`src/rtl/agc_pkg.sv`:
```
// Shared definitions for the AGC leaky integrator: default widths and a signed clamp helper.
// Latency: n/a (package, no logic of its own).
// Backpressure: n/a.
// Contents: AGC_DATA_W / AGC_ACC_W defaults, sat_signed() clamps a 64-bit signed value to a narrower signed range.
package agc_pkg;

    localparam int AGC_DATA_W = 32;
    localparam int AGC_ACC_W  = 34;

    // Clamp a signed value to the representable range of a signed 'width'-bit number.
    // The result is still 64 bits wide; callers slice the low 'width' bits.
    // Valid for 1 < width < 64.
    function automatic logic signed [63:0] sat_signed(input logic signed [63:0] value,
                                                      input int                 width);
        logic signed [63:0] max_v;
        logic signed [63:0] min_v;
        max_v = (64'sd1 <<< (width - 1)) - 64'sd1;
        min_v = -(64'sd1 <<< (width - 1));
        if (value > max_v) begin
            return max_v;
        end else if (value < min_v) begin
            return min_v;
        end
        return value;
    endfunction

endpackage

```
`src/rtl/agc_sat_add.sv`:
```
// Leak-add-clamp datapath: acc - (leak ? acc>>>LEAK_SHIFT : 0) + data, clamped to accumulator and output ranges.
// Latency: purely combinational (0 cycles).
// Backpressure: none; evaluates every cycle.
// Ports: i_acc/i_data/i_leak_en in; o_acc (clamped accumulator), o_data (clamped output), o_sat (either clamp active) out.
module agc_sat_add
    import agc_pkg::*;
#(
    parameter int DATA_W     = AGC_DATA_W,
    parameter int ACC_W      = AGC_ACC_W,
    parameter int LEAK_SHIFT = 8
) (
    input  logic signed [ACC_W-1:0]  i_acc,
    input  logic signed [DATA_W-1:0] i_data,
    input  logic                     i_leak_en,
    output logic signed [ACC_W-1:0]  o_acc,
    output logic signed [DATA_W-1:0] o_data,
    output logic                     o_sat
);

    // Two guard bits: acc - leak + data can never wrap at this width.
    localparam int SUM_W = ACC_W + 2;

    logic signed [ACC_W-1:0] w_shift;
    logic signed [ACC_W-1:0] w_leak;
    logic signed [SUM_W-1:0] w_sum;
    logic signed [63:0]      w_sum_x;
    logic signed [63:0]      w_acc_sat;
    logic signed [63:0]      w_out_sat;

    // Shift kept out of the ternary so the '0 arm cannot turn it into a logical shift.
    assign w_shift   = i_acc >>> LEAK_SHIFT;
    assign w_leak    = i_leak_en ? w_shift : '0;

    assign w_sum     = SUM_W'(i_acc) - SUM_W'(w_leak) + SUM_W'(i_data);
    assign w_sum_x   = 64'(w_sum);

    assign w_acc_sat = sat_signed(w_sum_x, ACC_W);
    assign w_out_sat = sat_signed(w_acc_sat, DATA_W);

    assign o_acc     = w_acc_sat[ACC_W-1:0];
    assign o_data    = w_out_sat[DATA_W-1:0];
    assign o_sat     = (w_acc_sat != w_sum_x) || (w_out_sat != w_acc_sat);

endmodule

```
`src/rtl/agc_integrator_sat.sv`:
```
// Multi-channel signed saturating leaky integrator for the AGC loop, with per-channel sticky saturation flags.
// Latency: 2 cycles (S1 sample/acc read, S2 compute/write/output register); 1 sample per cycle throughput.
// Backpressure: none; downstream must take every o_valid. Samples with i_ch >= N_CH are dropped silently.
// Ports: clk_8/rst (async, active-high); i_valid,i_ch,i_data,i_clear,i_leak_en in;
//        o_valid,o_ch,o_data,o_sat (hold while idle), o_sat_sticky[N_CH] out.
module agc_integrator_sat
    import agc_pkg::*;
#(
    parameter int DATA_W     = AGC_DATA_W,
    parameter int ACC_W      = AGC_ACC_W,
    parameter int N_CH       = 4,
    parameter int CH_W       = (N_CH > 1) ? $clog2(N_CH) : 1,
    parameter int LEAK_SHIFT = 8
) (
    input  logic                     clk_8,
    input  logic                     rst,
    input  logic                     i_valid,
    input  logic [CH_W-1:0]          i_ch,
    input  logic signed [DATA_W-1:0] i_data,
    input  logic                     i_clear,
    input  logic                     i_leak_en,
    output logic                     o_valid,
    output logic [CH_W-1:0]          o_ch,
    output logic signed [DATA_W-1:0] o_data,
    output logic                     o_sat,
    output logic [N_CH-1:0]          o_sat_sticky
);

    // Register array rather than RAM: S1 needs the S2 write value in the same cycle.
    logic signed [ACC_W-1:0]  r_acc [N_CH];

    // S1
    logic                     r_s1_vld;
    logic [CH_W-1:0]          r_s1_ch;
    logic signed [DATA_W-1:0] r_s1_data;
    logic                     r_s1_clear;
    logic                     r_s1_leak;
    logic signed [ACC_W-1:0]  r_s1_acc;

    // Output registers
    logic                     r_out_vld;
    logic [CH_W-1:0]          r_out_ch;
    logic signed [DATA_W-1:0] r_out_data;
    logic                     r_out_sat;
    logic [N_CH-1:0]          r_sticky;

    logic                     w_accept;
    logic signed [ACC_W-1:0]  w_rd_acc;
    logic                     w_fwd;
    logic signed [ACC_W-1:0]  w_sum_acc;
    logic signed [DATA_W-1:0] w_sum_data;
    logic                     w_sum_sat;
    logic signed [ACC_W-1:0]  w_s2_acc_wr;
    logic signed [DATA_W-1:0] w_s2_data;
    logic                     w_s2_sat;

    assign w_accept = i_valid && (int'(i_ch) < N_CH);

    // Mux over valid channels only, so an out-of-range index never addresses the array.
    always_comb begin
        w_rd_acc = '0;
        for (int c = 0; c < N_CH; c++) begin
            if (i_ch == CH_W'(c)) begin
                w_rd_acc = r_acc[c];
            end
        end
    end

    // The S2 write lands on the same edge S1 captures, so the array copy is one update stale.
    assign w_fwd = r_s1_vld && (r_s1_ch == i_ch);

    always_ff @(posedge clk_8 or posedge rst) begin
        if (rst) begin
            r_s1_vld   <= 1'b0;
            r_s1_ch    <= '0;
            r_s1_data  <= '0;
            r_s1_clear <= 1'b0;
            r_s1_leak  <= 1'b0;
            r_s1_acc   <= '0;
        end else begin
            r_s1_vld <= w_accept;
            if (w_accept) begin
                r_s1_ch    <= i_ch;
                r_s1_data  <= i_data;
                r_s1_clear <= i_clear;
                r_s1_leak  <= i_leak_en;
                r_s1_acc   <= w_fwd ? w_s2_acc_wr : w_rd_acc;
            end
        end
    end

    agc_sat_add #(
        .DATA_W     (DATA_W),
        .ACC_W      (ACC_W),
        .LEAK_SHIFT (LEAK_SHIFT)
    ) u_sat_add (
        .i_acc     (r_s1_acc),
        .i_data    (r_s1_data),
        .i_leak_en (r_s1_leak),
        .o_acc     (w_sum_acc),
        .o_data    (w_sum_data),
        .o_sat     (w_sum_sat)
    );

    // Clear overrides the datapath entirely: zero result, no saturation reported.
    assign w_s2_acc_wr = r_s1_clear ? '0 : w_sum_acc;
    assign w_s2_data   = r_s1_clear ? '0 : w_sum_data;
    assign w_s2_sat    = r_s1_clear ? 1'b0 : w_sum_sat;

    always_ff @(posedge clk_8 or posedge rst) begin
        if (rst) begin
            for (int c = 0; c < N_CH; c++) begin
                r_acc[c] <= '0;
            end
        end else begin
            for (int c = 0; c < N_CH; c++) begin
                if (r_s1_vld && (r_s1_ch == CH_W'(c))) begin
                    r_acc[c] <= w_s2_acc_wr;
                end
            end
        end
    end

    always_ff @(posedge clk_8 or posedge rst) begin
        if (rst) begin
            r_out_vld  <= 1'b0;
            r_out_ch   <= '0;
            r_out_data <= '0;
            r_out_sat  <= 1'b0;
            r_sticky   <= '0;
        end else begin
            r_out_vld <= r_s1_vld;
            if (r_s1_vld) begin
                r_out_ch   <= r_s1_ch;
                r_out_data <= w_s2_data;
                r_out_sat  <= w_s2_sat;
            end
            for (int c = 0; c < N_CH; c++) begin
                if (r_s1_vld && (r_s1_ch == CH_W'(c))) begin
                    if (r_s1_clear) begin
                        r_sticky[c] <= 1'b0;
                    end else if (w_s2_sat) begin
                        r_sticky[c] <= 1'b1;
                    end
                end
            end
        end
    end

    assign o_valid      = r_out_vld;
    assign o_ch         = r_out_ch;
    assign o_data       = r_out_data;
    assign o_sat        = r_out_sat;
    assign o_sat_sticky = r_sticky;

endmodule
```
`config.mk`:
```
export PLATFORM = sky130hd
export DESIGN_NAME = agc_integrator_sat
export DESIGN_NICKNAME = d
export VERILOG_FILES = /design/src/rtl/agc_pkg.sv /design/src/rtl/agc_sat_add.sv /design/src/rtl/agc_integrator_sat.sv
export SDC_FILE = /design/constraint.sdc
export NUM_CORES = 1
export LEC_CHECK = 0
export ABC_CLOCK_PERIOD_IN_PS = 27100
export CORE_ASPECT_RATIO = 1.1
export CORE_UTILIZATION = 57
export CTS_BUF_LIST = sky130_fd_sc_hd__clkbuf_2 sky130_fd_sc_hd__clkbuf_4 sky130_fd_sc_hd__clkbuf_8
export CTS_CLUSTER_SIZE = 30
export DETAILED_ROUTE_END_ITERATION = 10
export PLACE_DENSITY = 0.76
export SYNTH_ARGS = -nofsm -noshare
export SYNTH_HDL_FRONTEND = slang
export SYNTH_HIERARCHICAL = 1
export SYNTH_SLANG_ARGS = --single-unit
```
`constraint.sdc`:
```
create_clock -name clk_8 -period 27.1 [get_ports clk_8]
set_input_delay 5.42 -clock clk_8 [delete_from_list [all_inputs] [get_ports clk_8]]
set_output_delay 5.42 -clock clk_8 [all_outputs]
set_load 0.05 [all_outputs]
```
==> impl_results.md, run 1 <==
- Die width: 157 um
- Routed vias: 11200
- GRT Overall Usage: 27.1%
- # H-tree levels: 2
- Min-Delay Path Depth: 2
- Reg2Reg Setup Slack: 21490 ps
- Synth Instances: 1553
- Boundary Pins: 79
- Clock root cell: clkbuf_8
- Initial core utilization: 58.5%
- Cell Area, Synth: 0.0150 sq mm
- # Post-CTS Setup Buffers: 0
- Syn_nets: 1662
- Remaining Overflow, GRT: 0
- Multi-input gate area: 0.00747 sq mm
- Ant. Diodes: 0
- Clock Latency Late Sink: 550 ps
- Status: finished clean
- 1st-pass router iterations: 5
- Vias per cell: 5.71
- Crit path DAT: 8160 ps
- Sequential element share of the synthesized area: 41.3%
- Max-Slew Margin vs Limit: 17.3%
- Resized Gates After CTS: 0
- Worst-Margin Slew: 1210 ps
- Max incr delay on CP: 820 ps
- Slowest CP cell: buf_4
- I/O Buffers: 78
- Largest net degree at the start of global routing: 117
- Tmin final: 7600 ps
- Worst Skew: 21.2 ps
- Fin util: 65.3%
- Die Ht: 172 um
- Num rows: 61
- Final Worst Setup Slack: 19500 ps
- Crit path kind: in2async
- Max-Cap Viols: 0
- GPL Wtd Cong: 0.965
- Initial DRC count: 703
- Critical Path End Type: asynchronous set/reset pin
- Post-Syn Area per Cell: 9.64 sq um
- # hold bufs at CTS: 0
- Yosys warnings: 6
- Clock tree from TritonCTS: yes
- Clock Path Buffers: 3
- Endpoints failing setup: 0
- Pre-CTS setup slack: 18810 ps
- Most used cell along the critical path: buf_4
- Final count of pins violating max slew: 0
- Per-cell routed wire length: 18.0 um
- WP data required: 27660 ps
- Core area: 0.0256 sq mm
- Post-synth EDFFs: 0
- Netlist cell types: 78
- Drc violations: 0
- Final HPWL DP: 24500 um
- Fmax: 132 MHz
- First-pass GRT wire length: 56600 um
- Part of the cycle the worst path needs: 28.0%
- Main synth FF type: dfrtp_1
- Layout cells sized above 1: 13.5%
- Relative area change from synthesis to final layout: 11.5%
- Total area of sequential cells: 0.00618 sq mm
- Final WL: 35400 um
- Post-synth ARST share: 100%
- Crit-path cells: clkdlybuf4s50_1 > inv_8 > buf_4 > buf_4
- Die area: 0.0269 sq mm
- Antenna violations before repair: 0
- Setup total negative slack: 0 ps
- CP max FO: 116
- Fillcell total: 2044
- R2R cell count: 15
- Flops & latches, synth: 247
- CTS buffer count: 40
- Hold Vio Cnt, Final: 0
- Number of global-route vias before repair: 10900
- Critical path launch point type: primary input
- Clk slew on worst S/H paths: 60 ps
- Final ANT Viol Nets: 0
- Nets: 1695
- Hold Crit Class: reg2reg
- Sink Count: 247
- RSZ-0062 raised after global routing: no
[flip-flops by register name, indices dropped and copies added, names as in the netlist]
register      count
r_s1_data        32
o_sat             1
o_data           32
r_s1_acc         34
r_s1_leak         1
o_valid           1
r_acc           136
o_sat_sticky      4
r_s1_ch           2
r_s1_clear        1
r_s1_vld          1
o_ch              2
[Yosys cell counts, types with 8 or more instances]
cell type,count,area (sq um)
nand2_1,172,646
a21o_1,11,82.6
and2_1,28,175
and3_1,27,169
nor2_1,25,93.8
ha_1,36,450
fa_1,34,681
a21oi_1,82,410
nand4_1,12,75.1
xor2_1,11,96.3
nand3b_1,32,240
nor3_1,12,60.1
buf_2,33,165
xnor2_1,19,166
mux2_2,38,428
inv_1,211,792
dfrtp_1,247,6180
o21ai_1,24,120
clkbuf_1,51,191
o21ai_0,173,866
nand2b_1,69,432
mux4_2,28,631
o22ai_1,25,156
o21bai_1,8,60.1
o221ai_2,30,450
[per-layer routing]
layer  global-route usage (%)  vias to the layer above  part of all wire, %
met4                     11.1                        0                  3.5
met3                     4.61                       81                  6.0
li1                         -                     5361                    -
met5                        0                        -                    0
met2                     43.0                      339                   46
met1                     37.2                     5422                   45
[cells by family (layout without fill, tap and decap cells)]
family | after synthesis | in the layout | share of synthesized area [%]
flip-flops | 247 | 247 | 41.3
adder cells (fa/ha/maj) | 70 | 70 | 7.56
multiplexers | 74 | 74 | 8.29
buffers and inverters | 314 | 378 | 8.85
AND/OR/NAND/NOR | 406 | 406 | 14.2
XOR/XNOR | 32 | 32 | 1.97
AO/OA/AOI/OAI | 410 | 410 | 17.8
[cells in the final DEF (no fill, tap or decap), types with 5 or more instances in the layout]
master           instances
o221ai_2                30
clkbuf_4                 8
a21oi_1                 82
buf_4                   16
nor2_1                  24
o21ai_1                 23
mux4_2                  28
o21a_1                   5
mux2_2                  38
clkdlybuf4s50_1         75
o21ai_0                173
nand2_1                172
nand3b_1                32
fa_1                    34
and2_1                  28
inv_1                  210
a21o_1                  11
o211ai_1                 7
o22ai_1                 25
nand4_1                 12
nand2b_1                69
clkinv_2                 6
xor2_1                  11
o21bai_1                 8
and3_1                  27
ha_1                    36
nor3_1                  12
mux4_1                   6
xnor2_1                 19
clkbuf_8                54
dfrtp_1                246
[cell type report]
cell class              instances  area share, %
clock buffers                  62           4.81
inverters                     211           4.79
clock inverters                11          0.690
multi-input cells             992           44.8
repair buffers                 94           5.31
flip-flops and latches        247           37.0
well taps                     346           2.59
[worst max-delay path: cells and delay by family]
family                 cells  cell delay [ps]
buffers and inverters      4             2610
[path summary, 6_finish.rpt]
path	start	endpoint
worst min register to register	r_acc[5]	r_acc[5]
worst max register to register	r_s1_leak	o_sat_sticky[3]
worst min-delay path	r_acc[5]	r_acc[5]
max in group clk_8	o_sat_sticky[0]	o_sat_sticky[0]
worst max-delay path	rst	r_acc[90]
min in group asynchronous	rst	r_acc[70]
[metrics by stage]
step	cell area, sq um	cells	hold slack (ps)
after floorplan	15000	1553	349
after global placement	15800	1890	454
after detailed placement	15800	1890	467
after CTS	16700	1963	481
after global routing	16700	1963	494
final	16700	1963	475
Power of run 1 is not shown: default switching activity piles up to over one toggle a cycle in this logic, so the estimate is an artifact.
==> inputs of run 2 (changes only) <==
ABC_CLOCK_PERIOD_IN_PS = 6880   (was 27100)
PLACE_DENSITY = 0.79   (was 0.76)
clock period = 6.88 ns   (was 27.1 ns; I/O delays follow)
==> run 2 against run 1 <==
  * Critical path depth increased by 11
  * Sequential cell count unchanged
  * Global-route usage increased by 1.5 points
  * Final cell count decreased by 0.41%
  * Worst setup slack got worse by 18000 ps
  * Clock skew increased by 2.4 ps
  * Critical endpoint is now o_sat_sticky[1]
==> impl_results.md, run 2 (same netlist as run 1, synthesis figures left out) <==
- Slowest CP cell: dfrtp_1
- Reg2Reg Setup Slack: 1440 ps (-20050 ps)
- Worst hold path endpoint: r_acc[33]
- Routed vias: 11300 (+0.79%)
- Crit-path cells: and2_1 > fa_1 > inv_1 > ha_1 > a21oi_1 > o21ai_0 > nor3b_1 > a21oi_1 > and2_0 > o31a_1 > inv_1 > nor3_1 > a31oi_1 > a21oi_1 > a21oi_1
- Layout cells sized above 1: 13.1% (-0.43 points)
- Remaining Overflow, GRT: 0 (unchanged)
- Clock root cell: clkbuf_8
- Worst-Margin Slew: 1110 ps (-95.4 ps)
- Initial DRC count: 830 (+18%)
- # H-tree levels: 2 (unchanged)
- Min-Delay Path Depth: 2 (unchanged)
- Core area: 0.0256 sq mm (unchanged)
- Endpoints failing setup: 0 (unchanged)
- Hold_sp: r_acc[33]
- FF-to-FF End: o_sat_sticky[1]
- Hold Crit Class: reg2reg
- Nets: 1695 (unchanged)
- Per-cell routed wire length: 18.6 um (+3.0%)
- GPL Wtd Cong: 0.946 (-2.0%)
- Crit-path leading delay family: compound AO/OA/AOI/OAI gates
- Most common cell after layout, fill and taps aside: dfrtp_1
- CP max FO: 30 (-74%)
- Resized Gates After CTS: 0 (unchanged)
- Fmax: 184 MHz
- Boundary Pins: 79 (unchanged)
- Final count of pins violating max slew: 0 (unchanged)
- R2R cell count: 15 (unchanged)
- Max incr delay on CP: 760 ps (-60 ps)
- 1st-pass router iterations: 5 (unchanged)
- Sink Count: 247 (unchanged)
- Crit path kind: reg2reg
- Initial core utilization: 58.5% (unchanged)
- Status: finished clean
- Worst r2r src: r_s1_leak
- Drc violations: 0 (unchanged)
- WP data required: 7340 ps (-20320 ps)
- First-pass GRT wire length: 59800 um (+5.7%)
- WP buf/inv: 2 (-2)
- Worst Skew: 23.6 ps (+2.39 ps)
- Clock tree from TritonCTS: yes
- Clock Path Buffers: 3 (unchanged)
- Die Ht: 172 um (unchanged)
- CTS buffer count: 40 (unchanged)
- Final ANT Viol Nets: 0 (unchanged)
- Tmin final: 5440 ps
- Biggest registers after layout: r_acc (136), r_s1_acc (34)
- Hold Vio Cnt, Final: 0 (unchanged)
- Most frequent cells in the layout: dfrtp_1 (246), inv_1 (210), o21ai_0 (173)
- Die area: 0.0269 sq mm (unchanged)
- Largest net degree at the start of global routing: 140 (+20%)
- Die width: 157 um (unchanged)
- I/O Buffers: 78 (unchanged)
- Clk slew on worst S/H paths: 60 ps (about the same)
- # hold bufs at CTS: 0 (unchanged)
- Final HPWL DP: 25700 um (+4.6%)
- Part of the cycle the worst path needs: 79.0%
- # Post-CTS Setup Buffers: 0 (unchanged)
- Setup total negative slack: 0 ps (unchanged)
- Critical path launch point type: register
- Ant. Diodes: 0 (unchanged)
- Vias per cell: 5.78 (+1.2%)
- Num rows: 61 (unchanged)
- Critical Path End Type: register
- Biggest register: r_acc
- Max-Cap Viols: 0 (unchanged)
- Max reg flops: 136 (unchanged)
- GRT Overall Usage: 28.6% (+1.5 points)
- Final WL: 36300 um (+2.5%)
- Most used cell along the critical path: a21oi_1
- Clock Latency Late Sink: 560 ps (about the same)
- RSZ-0062 raised after global routing: no
- Crit path DAT: 5900 ps (-2260 ps)
- Max-Slew Margin vs Limit: 25.7% (+8.4 points)
- Number of global-route vias before repair: 11200 (+2.2%)
- Relative area change from synthesis to final layout: 10.7%
- Antenna violations before repair: 0 (unchanged)
run 2: cell count changes in the layout (fill, tap and decap cells not counted):
cell	before	now
buf_4	16	15
buf_12	0	1
clkinv_2	6	3
clkbuf_4	8	9
clkbuf_8	54	48
clkinv_4	1	0
clkinvlp_4	1	4
bufinv_16	2	0
run 2: tightest hold or removal path, delay by kind of cell, from the launching register on:
| kind | cells | cell delay (ps) |
|---|---|---|
| DFF | 1 | 330 |
| AOI/OAI and AO/OA | 1 | 60 |
| and+or+nand+nor | 1 | 50 |
run 2: layer usage:
layer	up-vias	wire length, um	global-route usage [%]
li1	5351	-	-
met1	5505	16200	40.2
met2	378	16500	44.4
met3	57	2620	5.91
met4	0	979	9.59
met5	-	0	0
run 2: worst max-delay path by stage:
| stage | startpoint | end | slack [ps] | depth (start not counted) |
|---|---|---|---|---|
| final | r_s1_leak | o_sat_sticky[1] | 1440 | 15 |
| after global routing | r_s1_leak | o_sat_sticky[1] | 970 | 15 |
| after CTS | r_s1_leak | o_sat_sticky[1] | 1520 | 15 |
| after detailed placement | r_s1_leak | o_sat_sticky[2] | 1630 | 15 |
| after global placement | r_s1_leak | o_sat_sticky[1] | 1800 | 16 |
| after floorplan | rst | o_ch[0] | 2260 | 1 |
run 2: final cells by class:
| class | instances | area [sq um] |
|---|---|---|
| clock inverters | 8 | 57.6 |
| multi-input cells | 992 | 7470 |
| fillers | 2021 | 9000 |
| repair buffers | 94 | 898 |
| inverters | 211 | 796 |
| clock buffers | 57 | 728 |
| well taps | 346 | 433 |
| flip-flops and latches | 247 | 6180 |
run 2: through the flow:
step                      hold slack [ps]  setup slack, ps  cell area (sq um)  cells  util (%)
final                                 474             1440              16600   1955      64.8
after global routing                  497              973              16600   1955      64.8
after CTS                             479             1520              16600   1955      64.8
after detailed placement              466             1630              15800   1890      61.7
after global placement                455             1800              15800   1890      61.7
after floorplan                       349             2260              15000   1553         -
Power of run 2 is left out for the same reason.
==> inputs of run 3 (changes only) <==
ABC_CLOCK_PERIOD_IN_PS = 5500   (was 6880)
PLACE_DENSITY = 0.76   (was 0.79)
clock period = 5.5 ns   (was 6.88 ns; I/O delays follow)
==> run 3 against run 2 <==
  * Clock skew down 1.8 ps
  * Design area up 0.73%
  * Non-clock buffer count up 9
  * Critical path type unchanged
  * Register-to-register slack worse by 1000 ps
  * Clock-buffer cell count up 8
  * Die area unchanged
  * Worst setup slack worse by 1000 ps
  * Critical endpoint is now r_s1_acc[12]
  * Sequential share of layout area down 0.26 points
  * Global-route usage down 0.17 points
  * Sequential cell count unchanged
  * Highest routed layer unchanged
  * Final cell count up 0.72%
  * First-iteration DRC count down 13%
==> impl_results.md, run 3 (same netlist as run 1, synthesis figures left out) <==
- Resized Gates After CTS: 0 (unchanged)
- Drc violations: 0 (unchanged)
- 1st-pass router iterations: 5 (unchanged)
- Critical Path End Type: register
- Setup total negative slack: 0 ps (unchanged)
- # hold bufs at CTS: 0 (unchanged)
- Most common cell after layout, fill and taps aside: dfrtp_1
- Clock tree from TritonCTS: yes
- Max-Cap Viols: 0 (unchanged)
- Die area: 0.0269 sq mm (unchanged)
- Final HPWL DP: 25600 um (-0.28%)
- Max incr delay on CP: 540 ps (-220 ps)
- Die width: 157 um (unchanged)
- Clock Latency Late Sink: 540 ps (-20 ps)
- Hold Vio Cnt, Final: 0 (unchanged)
- Slowest CP cell: dfrtp_2
- Final count of pins violating max slew: 0 (unchanged)
- Clock root cell: clkbuf_8
- GPL Wtd Cong: 0.945 (about the same)
- Biggest registers after layout: r_acc (136), r_s1_acc (34)
- Max reg flops: 136 (unchanged)
- Endpoints failing setup: 0 (unchanged)
- Most frequent cells in the layout: dfrtp_1 (245), inv_1 (210), o21ai_0 (173)
- Nets: 1704 (+0.53%)
- Layout cells sized above 1: 13.9% (+0.81 points)
- Crit path kind: reg2reg
- Initial DRC count: 718 (-13%)
- Most used cell along the critical path: buf_4
- Clock Path Buffers: 3 (unchanged)
- Fmax: 196 MHz (+6.7%)
- Final ANT Viol Nets: 0 (unchanged)
- CTS buffer count: 40 (unchanged)
- Tmin final: 5090 ps (-342 ps)
- Worst Skew: 21.8 ps (-1.79 ps)
- # Post-CTS Setup Buffers: 0 (unchanged)
- Status: finished clean
- Crit-path leading delay family: simple AND/OR/NAND/NOR gates
- CP max FO: 27 (-10%)
- First-pass GRT wire length: 59100 um (-1.2%)
- Ant. Diodes: 0 (unchanged)
- Relative area change from synthesis to final layout: 11.5%
- Antenna violations before repair: 0 (unchanged)
- Crit-path cells: and2_1 > fa_1 > inv_1 > ha_1 > nand2_1 > o21bai_1 > a211oi_1 > o31ai_1 > mux2_4 > nor4b_4 > and2_4 > nor2_2 > buf_4 > buf_4 > a21oi_1 > nand2b_1 > o221ai_2
- Final WL: 36400 um (+0.26%)
- Clk slew on worst S/H paths: 60 ps (about the same)
- Crit path DAT: 5530 ps (-370 ps)
- Biggest register: r_acc
- Boundary Pins: 79 (unchanged)
- Num rows: 61 (unchanged)
- WP data required: 5930 ps (-1410 ps)
- Largest net degree at the start of global routing: 122 (-13%)
- Die Ht: 172 um (unchanged)
- GRT Overall Usage: 28.5% (-0.17 points)
- Per-cell routed wire length: 18.5 um (-0.45%)
- Vias per cell: 5.74 (-0.68%)
- Core area: 0.0256 sq mm (unchanged)
- Routed vias: 11300 (+0.035%)
- I/O Buffers: 78 (unchanged)
- Remaining Overflow, GRT: 0 (unchanged)
- Max-Slew Margin vs Limit: 25.2% (-0.49 points)
- Number of global-route vias before repair: 11000 (-1.9%)
- Worst-Margin Slew: 1120 ps (+7.35 ps)
- RSZ-0062 raised after global routing: no
- Hold Crit Class: reg2reg
- WP buf/inv: 3 (+1)
- Critical path launch point type: register
- # H-tree levels: 2 (unchanged)
- Sink Count: 247 (unchanged)
- Initial core utilization: 58.5% (unchanged)
- Part of the cycle the worst path needs: 92.6% (+14 points)
-- run 3: final timing paths --
kind / to / slack (ps) / start / cells past startpoint
hold reg to reg: r_acc[28] / 470 / r_acc[28] / 2
hold / removal: r_acc[28] / 470 / r_acc[28] / 2
setup reg to reg: r_s1_acc[12] / 410 / r_s1_leak / 17
setup / recovery: r_s1_acc[12] / 410 / r_s1_leak / 17
min in group asynchronous: r_acc[65] / 890 / rst / 2
max in group asynchronous: r_s1_vld / 3630 / rst / 3
-- run 3: per-layer routing --
layer  share of wire, %  up-vias  global-route usage, %  routed length (um)
li1                   -     5393                      -                   -
met1                 45     5482                   40.4               16200
met2                 46      350                   44.2               16600
met3                7.0       70                   4.89                2540
met4                2.7        0                   9.89                 998
met5                  0        -                      0                   0
-- run 3: cell type report --
| class | count | area (sq um) |
|---|---|---|
| Timing Repair Buffer | 103 | 978 |
| Sequential cell | 247 | 6180 |
| Multi-Input combinational cell | 992 | 7470 |
| Fill cell | 2057 | 8880 |
| Clock inverter | 5 | 31.3 |
| Clock buffer | 65 | 795 |
| Tap cell | 346 | 433 |
| Inverter | 211 | 796 |
-- run 3: worst min-delay path, stage by stage (launching register included) --
cell and delay, ps:
dfrtp_1 330, nand2_1 40, o21ai_0 60
-- run 3: stage by stage --
stage | std cells | hold WS [ps] | utilization [%] | cell area [sq um] | setup WS [ps]
after detailed placement | 1899 | 463 | 62.0 | 15900 | 333
after CTS | 1969 | 475 | 65.3 | 16700 | 287
after global routing | 1969 | 497 | 65.3 | 16700 | 156
final | 1969 | 475 | 65.3 | 16700 | 405
after global placement | 1899 | 453 | 62.0 | 15900 | 497
after floorplan | 1553 | 349 | - | 15000 | 1130
Power of run 3 is left out for the same reason.
